--- config.mk ---
export PLATFORM = sky130hd
export DESIGN_NAME = score_max_tracker
export DESIGN_NICKNAME = d
export VERILOG_FILES = /design/src/rtl/score_max_tracker_pkg.sv /design/src/rtl/score_lat_pipe.sv /design/src/rtl/score_max_tracker.sv
export SDC_FILE = /design/constraint.sdc
export NUM_CORES = 1
export LEC_CHECK = 0
export CAP_MARGIN = 20
export CORE_ASPECT_RATIO = 0.7
export CORE_MARGIN = 4
export CORE_UTILIZATION = 30
export CTS_CLUSTER_DIAMETER = 80
export DETAILED_ROUTE_END_ITERATION = 16
export PLACE_DENSITY = 0.53
export SETUP_SLACK_MARGIN = 0.3
export SYNTH_ARGS = -nofsm -noshare
export SYNTH_HDL_FRONTEND = slang
export SYNTH_SLANG_ARGS = --single-unit
--- constraint.sdc ---
create_clock -name clk -period 2.4 [get_ports clk]
set_input_delay 0.48 -clock clk [delete_from_list [all_inputs] [get_ports clk]]
set_output_delay 0.48 -clock clk [all_outputs]
set_load 0.02 [all_outputs]
--- src/rtl/score_max_tracker_pkg.sv ---
// Shared constants and the sign-flag score compare used by the max-reduction tree,
// kept here so the tracker folds scores with exactly the same rule as the tree.
package score_max_tracker_pkg;

  localparam int SCORE_W  = 18;
  localparam int POS_W    = 8;
  localparam int TREE_LAT = 2;

  localparam logic [1:0] ST_IDLE  = 2'd0;
  localparam logic [1:0] ST_ACCUM = 2'd1;
  localparam logic [1:0] ST_DRAIN = 2'd2;
  localparam logic [1:0] ST_HOLD  = 2'd3;

  typedef logic [SCORE_W-1:0] score_t;

  // MSB is a sign flag: any flagged score counts as zero.
  function automatic score_t score_clamp(input score_t s);
    return s[SCORE_W-1] ? '0 : s;
  endfunction

  function automatic logic score_gt(input score_t a, input score_t b);
    score_t ca;
    score_t cb;
    ca = score_clamp(a);
    cb = score_clamp(b);
    return ca[SCORE_W-2:0] > cb[SCORE_W-2:0];
  endfunction

endpackage

--- src/rtl/score_lat_pipe.sv ---
// Delay line that carries {valid,last,pos} alongside the reduction tree so the
// tail lines up with the tree result for the same beat. Never stalls.
module score_lat_pipe
  import score_max_tracker_pkg::*;
#(
  parameter int DEPTH     = TREE_LAT,
  parameter int POS_WIDTH = POS_W
) (
  input  logic                 clk,
  input  logic                 rst_n,
  input  logic                 in_valid,
  input  logic                 in_last,
  input  logic [POS_WIDTH-1:0] in_pos,
  output logic                 tail_valid,
  output logic                 tail_last,
  output logic [POS_WIDTH-1:0] tail_pos
);

  logic [DEPTH-1:0]     valid_q, valid_d;
  logic [DEPTH-1:0]     last_q, last_d;
  logic [POS_WIDTH-1:0] pos_q [DEPTH];
  logic [POS_WIDTH-1:0] pos_d [DEPTH];

  always_comb begin
    valid_d[0] = in_valid;
    last_d[0]  = in_last;
    pos_d[0]   = in_pos;
    for (int i = 1; i < DEPTH; i++) begin
      valid_d[i] = valid_q[i-1];
      last_d[i]  = last_q[i-1];
      pos_d[i]   = pos_q[i-1];
    end
  end

  always_ff @(posedge clk or negedge rst_n) begin
    if (!rst_n) begin
      valid_q <= '0;
      last_q  <= '0;
      for (int i = 0; i < DEPTH; i++) pos_q[i] <= '0;
    end else begin
      valid_q <= valid_d;
      last_q  <= last_d;
      for (int i = 0; i < DEPTH; i++) pos_q[i] <= pos_d[i];
    end
  end

  assign tail_valid = valid_q[DEPTH-1];
  assign tail_last  = last_q[DEPTH-1];
  assign tail_pos   = pos_q[DEPTH-1];

endmodule

--- src/rtl/score_max_tracker.sv ---
// Tracks the best clamped score of a query pass and the beat where it first
// appears, then hands {best_score, best_pos} to the host on valid/ready.
module score_max_tracker
  import score_max_tracker_pkg::*;
#(
  parameter int DATA_WIDTH = SCORE_W,
  parameter int POS_WIDTH  = POS_W
) (
  input  logic                  clk,
  input  logic                  rst_n,
  input  logic                  beat_valid,
  input  logic                  beat_last,
  output logic                  beat_ready,
  input  logic [DATA_WIDTH-1:0] tree_max,
  output logic                  res_valid,
  input  logic                  res_ready,
  output logic [DATA_WIDTH-1:0] best_score,
  output logic [POS_WIDTH-1:0]  best_pos,
  output logic                  drop_err
);

  logic [1:0]            state_q, state_d;
  logic [POS_WIDTH-1:0]  pos_cnt_q, pos_cnt_d;
  logic [DATA_WIDTH-1:0] best_score_q, best_score_d;
  logic [POS_WIDTH-1:0]  best_pos_q, best_pos_d;
  logic                  drop_err_q, drop_err_d;

  logic                  beat_acc;
  logic                  first_beat;
  logic [POS_WIDTH-1:0]  beat_pos;
  logic                  tail_valid;
  logic                  tail_last;
  logic [POS_WIDTH-1:0]  tail_pos;

  assign beat_ready = (state_q == ST_IDLE) || (state_q == ST_ACCUM);
  assign beat_acc   = beat_valid && beat_ready;
  assign first_beat = beat_acc && (state_q == ST_IDLE);
  assign beat_pos   = first_beat ? '0 : pos_cnt_q;

  score_lat_pipe #(
    .DEPTH     (TREE_LAT),
    .POS_WIDTH (POS_WIDTH)
  ) u_lat_pipe (
    .clk        (clk),
    .rst_n      (rst_n),
    .in_valid   (beat_acc),
    .in_last    (beat_last),
    .in_pos     (beat_pos),
    .tail_valid (tail_valid),
    .tail_last  (tail_last),
    .tail_pos   (tail_pos)
  );

  // The running max is reset when a pass opens; its own tail arrives later and
  // only wins against zero with a strictly greater score.
  always_comb begin
    pos_cnt_d    = pos_cnt_q;
    best_score_d = best_score_q;
    best_pos_d   = best_pos_q;
    drop_err_d   = drop_err_q | (beat_valid & ~beat_ready);
    state_d      = state_q;

    if (beat_acc) pos_cnt_d = beat_pos + POS_WIDTH'(1);

    if (first_beat) begin
      best_score_d = '0;
      best_pos_d   = '0;
    end else if (tail_valid && score_gt(tree_max, best_score_q)) begin
      best_score_d = score_clamp(tree_max);
      best_pos_d   = tail_pos;
    end

    case (state_q)
      ST_IDLE:  if (beat_acc) state_d = beat_last ? ST_DRAIN : ST_ACCUM;
      ST_ACCUM: if (beat_acc && beat_last) state_d = ST_DRAIN;
      ST_DRAIN: if (tail_valid && tail_last) state_d = ST_HOLD;
      ST_HOLD:  if (res_ready) state_d = ST_IDLE;
      default:  state_d = ST_IDLE;
    endcase
  end

  always_ff @(posedge clk or negedge rst_n) begin
    if (!rst_n) begin
      state_q      <= ST_IDLE;
      pos_cnt_q    <= '0;
      best_score_q <= '0;
      best_pos_q   <= '0;
      drop_err_q   <= 1'b0;
    end else begin
      state_q      <= state_d;
      pos_cnt_q    <= pos_cnt_d;
      best_score_q <= best_score_d;
      best_pos_q   <= best_pos_d;
      drop_err_q   <= drop_err_d;
    end
  end

  assign res_valid  = (state_q == ST_HOLD);
  assign best_score = best_score_q;
  assign best_pos   = best_pos_q;
  assign drop_err   = drop_err_q;

endmodule

# Yosys cells after proc, flatten, opt, wreduce, memory -nomap -nowiden

Index checks and enable logic that the tools add are counted.

Register bits: 57
Input bits: 23
Output and inout bits: 29
Word-level logic and storage cells: 43

Add/subtract/negate cells: 1
Order comparisons: 1
Equal/unequal tests: 7
Mux-type cells: 13
Bitwise gates (word level): 3
Reduce and logical (&&, ||, !) cells: 9

Operator list:

| cell                                                  | count |
|---|---|
| two-way mux 18 bit                                    | 2 |
| two-way mux 17 bit                                    | 2 |
| two-way mux 8 bit                                     | 3 |
| > comparator 17 bit                                   | 1 |
| two-way mux 2 bit                                     | 5 |
| adder 8 x 1 -> 8 bit, second input constant           | 1 |
| one-hot mux 2 bit (4 select lines)                    | 1 |
| logical AND 1 bit                                     | 5 |
| equality test 2 bit, second input constant            | 2 |
| inequality test 2 x 1 -> 1 bit, second input constant | 2 |
| inequality test 2 bit, second input constant          | 2 |
| AND reduction 4 bit                                   | 1 |
| equality test 2 x 1 -> 1 bit, second input constant   | 1 |
| zero test 2 bit                                       | 1 |
| nonzero test 2 bit                                    | 1 |
| AND 1 bit                                             | 1 |
| logical OR 1 bit                                      | 1 |
| inverter 1 bit                                        | 1 |
| bitwise OR 1 bit                                      | 1 |

# Depth between registers and ports, before layout

Gate-level depths: netlist of run 1.

Depth in word-level cells: 6
Depth in mapped cells: 11
Gate-level depth less buffers: 9

# Hierarchy

Synthesis of run 1 repeated with hierarchy kept, for this count alone.

Cell total of the unflattened synthesis: 335
Area total of the unflattened synthesis: 3352.0 um^2

Modules (own cells, without submodules):

| module            | times used | cells each | area an instance (um^2) | seq. area each (um^2) |
|---|---|---|---|---|
| score_max_tracker | 1          | 315        | 2851.5                  | 900.9 |
| score_lat_pipe    | 1          | 20         | 500.5                   | 500.5 |

# Worst setup path before layout of run 1

OpenSTA, ideal clock, no wires.

Path type: input -> register
Start: in tree_max[17]
End: reg best_pos_q[0], in the netlist best_pos[0]
Arrival time: 2.399 ns
Required time: 2.279 ns
Path slack: -0.120 ns
Stages on the path: 10
Path through: clkbuf_1 -> nor2b_1 -> ha_1 -> o21ai_0 -> nor2_1 -> or3_1 -> a221oi_2 -> a21oi_2 -> buf_6 -> a22o_1

Longest elaborated chain between the ends: 4

Ends and longest elaborated chain:

| item                                | RTL line                    | source |
|---|---|---|
| from (decl)                         | score_max_tracker.sv:14     | `input logic [DATA_WIDTH-1:0] tree_max,` |
| two-way mux 17 bit                  | score_max_tracker_pkg.sv:18 | `return s[SCORE_W-1] ? '0 : s;` |
| > comparator 17 bit                 | score_max_tracker_pkg.sv:26 | `return ca[SCORE_W-2:0] > cb[SCORE_W-2:0];` |
| logical AND 1 bit                   | score_max_tracker.sv:68     | `end else if (tail_valid && score_gt(tree_max, best_score_q)) begin` |
| nonzero test 2 bit (no source line) | -                           |  |
| to (signal assigned)                | score_max_tracker.sv:93     | `best_pos_q <= best_pos_d;` |
| to (decl)                           | score_max_tracker.sv:25     | `logic [POS_WIDTH-1:0] best_pos_q, best_pos_d;` |

Every way passes these cells.
A chain may end at the register's enable or synchronous reset.

# Worst setup path in the final report of run 1

Start: in tree_max[17]
End: reg best_score_q[7], in the netlist best_score[7]

Longest elaborated chain between the ends: 4

Ends and longest elaborated chain:

| item                                | RTL line                    | source |
|---|---|---|
| two-way mux 17 bit (*)              | score_max_tracker_pkg.sv:18 |  |
| > comparator 17 bit                 | score_max_tracker_pkg.sv:26 |  |
| logical AND 1 bit                   | score_max_tracker.sv:68     |  |
| nonzero test 2 bit (no source line) | -                           |  |
| to (signal assigned)                | score_max_tracker.sv:92     | `best_score_q <= best_score_d;` |
| to (decl)                           | score_max_tracker.sv:24     | `logic [DATA_WIDTH-1:0] best_score_q, best_score_d;` |

Mark *: on every way between the ends. The rest lies on a longest branch, timed or not. The select of a mux whose other input is x is not followed.

==> results of run 1 <==
worst paths after layout:
check,slack (ns),endpoint,startpoint
max in group asynchronous,1.61,pos_cnt_q[4],rst_n
max,-0.11,best_score[7],tree_max[17]
min in group clk,0.35,u_lat_pipe.tail_pos[5],u_lat_pipe.pos_d[5]
min,0.30,best_score[1],rst_n
min reg2reg,0.35,u_lat_pipe.tail_pos[5],u_lat_pipe.pos_d[5]
max reg2reg,-0.04,best_score[7],best_score[6]
final cells by class:
class | count | area [um2] | area share [%]
Inverter | 26 | 97.59 | 2.405
Timing Repair Buffer | 86 | 908.4 | 22.39
Clock buffer | 5 | 125.1 | 3.084
Tap cell | 120 | 150.1 | 3.700
Sequential cell | 56 | 1401 | 34.54
Clock inverter | 3 | 22.52 | 0.5550
Multi-Input combinational cell | 135 | 1353 | 33.33
Yosys cell counts (all sizes together) (2+ instances only):
cell type  number
nor2            7
ha             23
a21oi          11
a22o           24
o21ai           4
nor2b          16
mux2i           3
nand2           9
buf             5
inv            26
xnor2           3
dfrtp          56
nand3           2
and2            7
nor3            2
nand4           7
clkbuf          4
a21o            4
registers in the layout (all words and copies together), names as in the netlist:
signal / count
best_score: 17
best_pos: 8
pos_cnt_q: 8
u_lat_pipe.pos_d: 8
u_lat_pipe.tail_pos: 8
state_q: 2
u_lat_pipe.last_q: 2
u_lat_pipe.valid_q: 2
drop_err: 1
layer usage:
| metal | part of all wire [%] | routed length [um] | vias up | track usage, % |
|---|---|---|---|---|
| li1 | - | - | 951 | - |
| met1 | 50 | 3146 | 957 | 18.65 |
| met2 | 44 | 2760 | 37 | 18.81 |
| met3 | 5.1 | 317 | 2 | 3.457 |
| met4 | 0.24 | 15 | 0 | 1.871 |
| met5 | 0 | 0 | - | 0 |
through the flow:
stage / instances / cell area [um2] / setup WS (ns) / setup TNS (ns) / hold WS (ns)
floorplan: 226 / 2685 / 0.01592 / 0 / 0.1844
global placement: 409 / 3462 / -0.6524 / -15.96 / 0.3328
detailed placement: 409 / 3462 / -0.7523 / -18.27 / 0.3355
CTS: 429 / 4010 / -0.07806 / -1.485 / 0.3533
global route: 431 / 4058 / -0.2102 / -4.619 / 0.3572
finish: 431 / 4058 / -0.1141 / -2.086 / 0.2966
repair_timing:
item,in CTS,in global routing
setup buffers,9,1
cloned,3,1
resized for setup,61,5
pin swaps,33,15
endpoints found under the setup margin,26,28
worst max-delay path, stage by stage:
cell and delay, ns:
buf_8 0.11, bufbuf_16 0.26, buf_4 0.13, nor2b_1 0.18
ha_1 0.29, nand4_1 0.19, nor2_4 0.06, a221oi_4 0.31
buf_4 0.16, a31o_4 0.26, clkbuf_16 0.18, a22o_1 0.13
logic make-up (layout without fill, tap and decap cells):
kind of cell             count (synthesis)  after routing  synth area share [%]
flip-flops                              56             56                 53.16
AND/OR/NAND/NOR                         53             53                 11.01
AO/OA/AOI/OAI                           50             50                 15.33
buffers and inverters                   35            120                 6.549
adder cells (fa/ha/maj)                 23             23                 10.92
XOR/XNOR                                 4              4                 1.329
multiplexers                             4              4                 1.566
other                                    1              1                0.1422
where the power goes:
part           switching, mW  internal (mW)
combinational          0.888          0.997
sequential             0.160           1.18
clock                  0.345          0.392
total                   1.39           2.57
layout by cell type (no fill, tap or decap), types with 2 or more instances in the layout:
cell type,netlist,layout
dfrtp_1,56,56
clkdlybuf4s50_1,0,39
inv_1,26,26
buf_4,1,25
a22o_1,20,20
ha_1,23,12
nor2b_4,0,11
ha_4,0,10
a21oi_1,10,9
nand2_1,9,8
dlygate4sd2_1,0,8
and2_1,7,7
nand4_1,7,7
nor2_1,7,6
clkbuf_16,0,6
buf_12,0,5
a21o_1,4,4
a22o_4,0,4
nor2b_2,0,3
o21ai_0,4,3
mux2i_1,3,3
xnor2_1,3,3
nor2b_1,16,2
nand3_1,2,2
buf_16,0,2
buf_6,2,2
==> metrics.yaml, run 1 <==
postSynthNetCount: 272
tightest_slew_ns: 0.7036
cts.sinks: 56
synth_area_leaders: "dfrtp_1, ha_1, a22o_1"
antenna_found_initial: 0
cts_root_buf: "clkbuf_16"
powerDensity_mw_per_mm2: 976.8
ir_worst_vdd_v: 0.0004412
drc: 0
outcome: "finished, violations left"
ys_async_sr_fraction_pct: 100.0
nFillCells: 781
fmax_mhz: 397.8
cp_max_fo: 6
io_buffers: 50
final_util_pct: 47.66
clk_latency_ns: 0.29
h-tree-depth: 2
initial_core_util_pct: 30.97
timing_hold_violations_final: 0
cts_tree: "done"
rr_worst_depth: 10
avgSynthCellArea_um2: 11.66
drtIter0Drc: 86
worst_slack_ns: -0.1141
final_nets: 356
power_mw: 3.964
setup_viol: 25
finalMaxSlewViolations: 0
synth_top_area_share_pct: 53.16
leakage_nw: 1.875
cts.path.max_buffers: 2
fin_crit_ns: 2.514
dp_hpwl_um: 4231
slew_headroom_pct: 53.09
ys_ff_latch: 56
yosysSeqAreaShare_pct: 53.16
min_period_over_period_pct: 104.8
num_io_pins: 52
syn_inst: 226
layout-drive-gt1-share_pct: 27.97
worst_setup_path_start_kind: "input port"
routed_wl_um: 6240
cts_hold_buf: 0
fp.dieH_um: 86.43
grt_max_degree: 57
grt_usage_pct: 12.58
critPathArrivalTime_ns: 2.75
synthToLayoutAreaGrowth_pct: 53.92
violations: "setup timing"
hold_path.class: "in2async"
drv_cap: 0
die_area_mm2: 0.01038
grt_pass1_vias: 2007
yosysTopAreaCell: "dfrtp_1"
die_x_um: 120.0
cp.required_ns: 2.63
diodes: 0
rsz0062_at_grt: "true"
dr_total_vias: 1947
syn_area_mm2: 0.002636
avgRoutedWirePerCell_um: 14.48
grt_pass1_wl_um: 10410
cts_buffers: 5
first_pass_iters: 4
cp-end-kind: "flip-flop"
vias_per_cell: 4.517
synthDistinctLibCells: 35
synth_ff_type: "dfrtp_1"
synth_edf_count: 0
overflow: 0
place.gp.congestion: 0.7929
rows: 28
crit_type: "in2reg"
ant_nets: 0
yosysWarnings: 0
core_mm2: 0.008513
skew_ns: 0.006875
cts.reportedPaths.clkPinSlew_ns: 0.07
(Power assumes the default switching activity.)
==> inputs of run 2 (changes only) <==
--- a/config.mk
+++ b/config.mk
@@ -5,8 +5,9 @@
 export SDC_FILE = /design/constraint.sdc
 export NUM_CORES = 1
 export LEC_CHECK = 0
+export ABC_AREA = 0
 export CAP_MARGIN = 20
-export CORE_ASPECT_RATIO = 0.7
+export CORE_ASPECT_RATIO = 0.9
 export CORE_MARGIN = 4
 export CORE_UTILIZATION = 30
 export CTS_CLUSTER_DIAMETER = 80
==> metrics.yaml, run 2 (same netlist as run 1, synthesis figures left out) <==
ant_nets: 0
most-common-layout-cells: "dfrtp_1, clkdlybuf4s50_1, buf_4"
cp.required_ns: 2.60
leakage_nw: 1.814
mostFrequentLayoutCell: "dfrtp_1"
layout-drive-gt1-share_pct: 28.34
drv_cap: 0
min_period_over_period_pct: 97.91
outcome: "complete, no violations"
largest_reg_flops: 17
fmax_mhz: 425.6
cts.path.max_buffers: 2
skew_ns: 0.01318
critPathLaunch: "tree_max[16]"
cts_root_buf: "clkbuf_8"
first_pass_iters: 6
num_io_pins: 52
crit_type: "in2reg"
core_mm2: 0.008568
cts_buffers: 5
tightest_slew_ns: 0.7070
die_x_um: 106.8
cp-end-kind: "flip-flop"
critPathArrivalTime_ns: 2.55
place.gp.congestion: 0.7393
diodes: 0
final_nets: 352
grt_usage_pct: 11.59
crit_slowest_cell: "clkdlybuf4s50_1"
rsz0062_at_grt: "true"
grt_pass1_vias: 2023
cp_max_fo: 8
fin_crit_ns: 2.350
synthToLayoutAreaGrowth_pct: 49.88
die_area_mm2: 0.01035
setup_viol: 0
initial_core_util_pct: 30.77
rr_worst_depth: 9
slew_headroom_pct: 52.87
ir_worst_vdd_v: 0.0004142
cts_hold_buf: 0
grt_max_degree: 57
final_util_pct: 46.12
placed_cells: 411
rows: 32
cpPeakStageDelay_ns: 0.41
fp.dieH_um: 96.93
clk_latency_ns: 0.31
worst_setup_path_start_kind: "input port"
routed_wl_um: 5896
worst_slack_ns: 0.05025
cts.reportedPaths.clkPinSlew_ns: 0.11
timing.rr.end: "best_pos[0]"
instances_no_fill: 426
nFillCells: 812
multi_input_area_mm2: 0.001388
timing_hold_violations_final: 0
io_buffers: 50
finalMaxSlewViolations: 0
vias_per_cell: 4.573
reg2reg_slack_ns: 0.10
dp_hpwl_um: 4032
setup-tns-final_ns: 0
drtIter0Drc: 57
drc: 0
antenna_found_initial: 0
seq_area_mm2: 0.001401
cp-endpoint: "best_pos[4]"
dr_total_vias: 1948
overflow: 0
grt_pass1_wl_um: 9839
h-tree-depth: 2
cp_cell_sequence: "clkdlybuf4s50_1 -> nor2b_4 -> ha_4 -> nand4_1 -> nor3_2 -> a21oi_2 -> a31o_4 -> buf_12 -> a22o_4"
avgRoutedWirePerCell_um: 13.84
hold_path.class: "in2async"
powerDensity_mw_per_mm2: 942.6
cts_tree: "done"
cts.sinks: 56
place_ws_ns: -0.7466
power_mw: 3.725
r2r-start: "best_score[6]"
[run 2: cell count changes in the layout (fill, tap and decap cells not counted), moves of 2 or more]
cell       previous run  this run
clkbuf_16             6         1
clkbuf_8              0         6
ha_4                 10        12
buf_16                2         0
[run 2: worst min-delay path by stage]
stage | startpoint | end | slack (ns)
2_1_floorplan | rst_n | best_pos[0] | 0.18
3_3_place_gp | u_lat_pipe.pos_d[1] | u_lat_pipe.tail_pos[1] | 0.33
3_5_place_dp | u_lat_pipe.pos_d[0] | u_lat_pipe.tail_pos[0] | 0.33
4_1_cts | rst_n | best_score[3] | 0.32
5_1_grt | rst_n | best_score[2] | 0.34
6_report | rst_n | best_score[3] | 0.26
[run 2: power breakdown]
part,leakage (nW),switching (mW),internal [mW]
combinational,1.02,0.849,0.888
sequential,0.731,0.151,1.18
clock,0.0614,0.314,0.342
total,1.81,1.31,2.41
[run 2: cell type report]
type	count	share of cell area, %
sequential	56	35.47
multi-input combinational	135	35.12
timing repair buffer	82	20.11
tap	119	3.768
inverter	26	2.470
clock buffer	6	2.090
clock inverter	2	0.9816
[run 2: timing repair]
item	4_1_cts	5_1_grt
endpoints found under the setup margin	26	26
gates resized for setup	53	22
gates cloned	0	1
pin swaps	22	22
buffers inserted	5	1
[run 2: critical path, delay by kind of cell]
family | cells | cell delay [ns]
AOI/OAI and AO/OA | 3 | 0.65
adders and majority gates | 1 | 0.27
buffers and inverters | 2 | 0.55
and+or+nand+nor | 3 | 0.58
[run 2: through the flow]
step	instance area (um2)	hold slack, ns
after global routing	3951	0.3422
final	3951	0.2642
after global placement	3446	0.3344
after CTS	3804	0.3160
after detailed placement	3446	0.3347
after floorplan	2685	0.1844
[run 2: layer usage]
layer / GRT usage [%] / wire length, um
met1: 15.90 / 2747
met3: 2.802 / 297
met5: 0 / 0
met2: 18.68 / 2799
met4: 2.360 / 52
==> inputs of run 3 (changes only) <==
--- a/config.mk
+++ b/config.mk
@@ -12,6 +12,7 @@
 export CORE_UTILIZATION = 30
 export CTS_CLUSTER_DIAMETER = 80
 export DETAILED_ROUTE_END_ITERATION = 16
+export GPL_ROUTABILITY_DRIVEN = 0
 export PLACE_DENSITY = 0.53
 export SETUP_SLACK_MARGIN = 0.3
 export SYNTH_ARGS = -nofsm -noshare
==> results of run 3 <==
The final DEF is identical to that of run 2; final timing and power are the same.
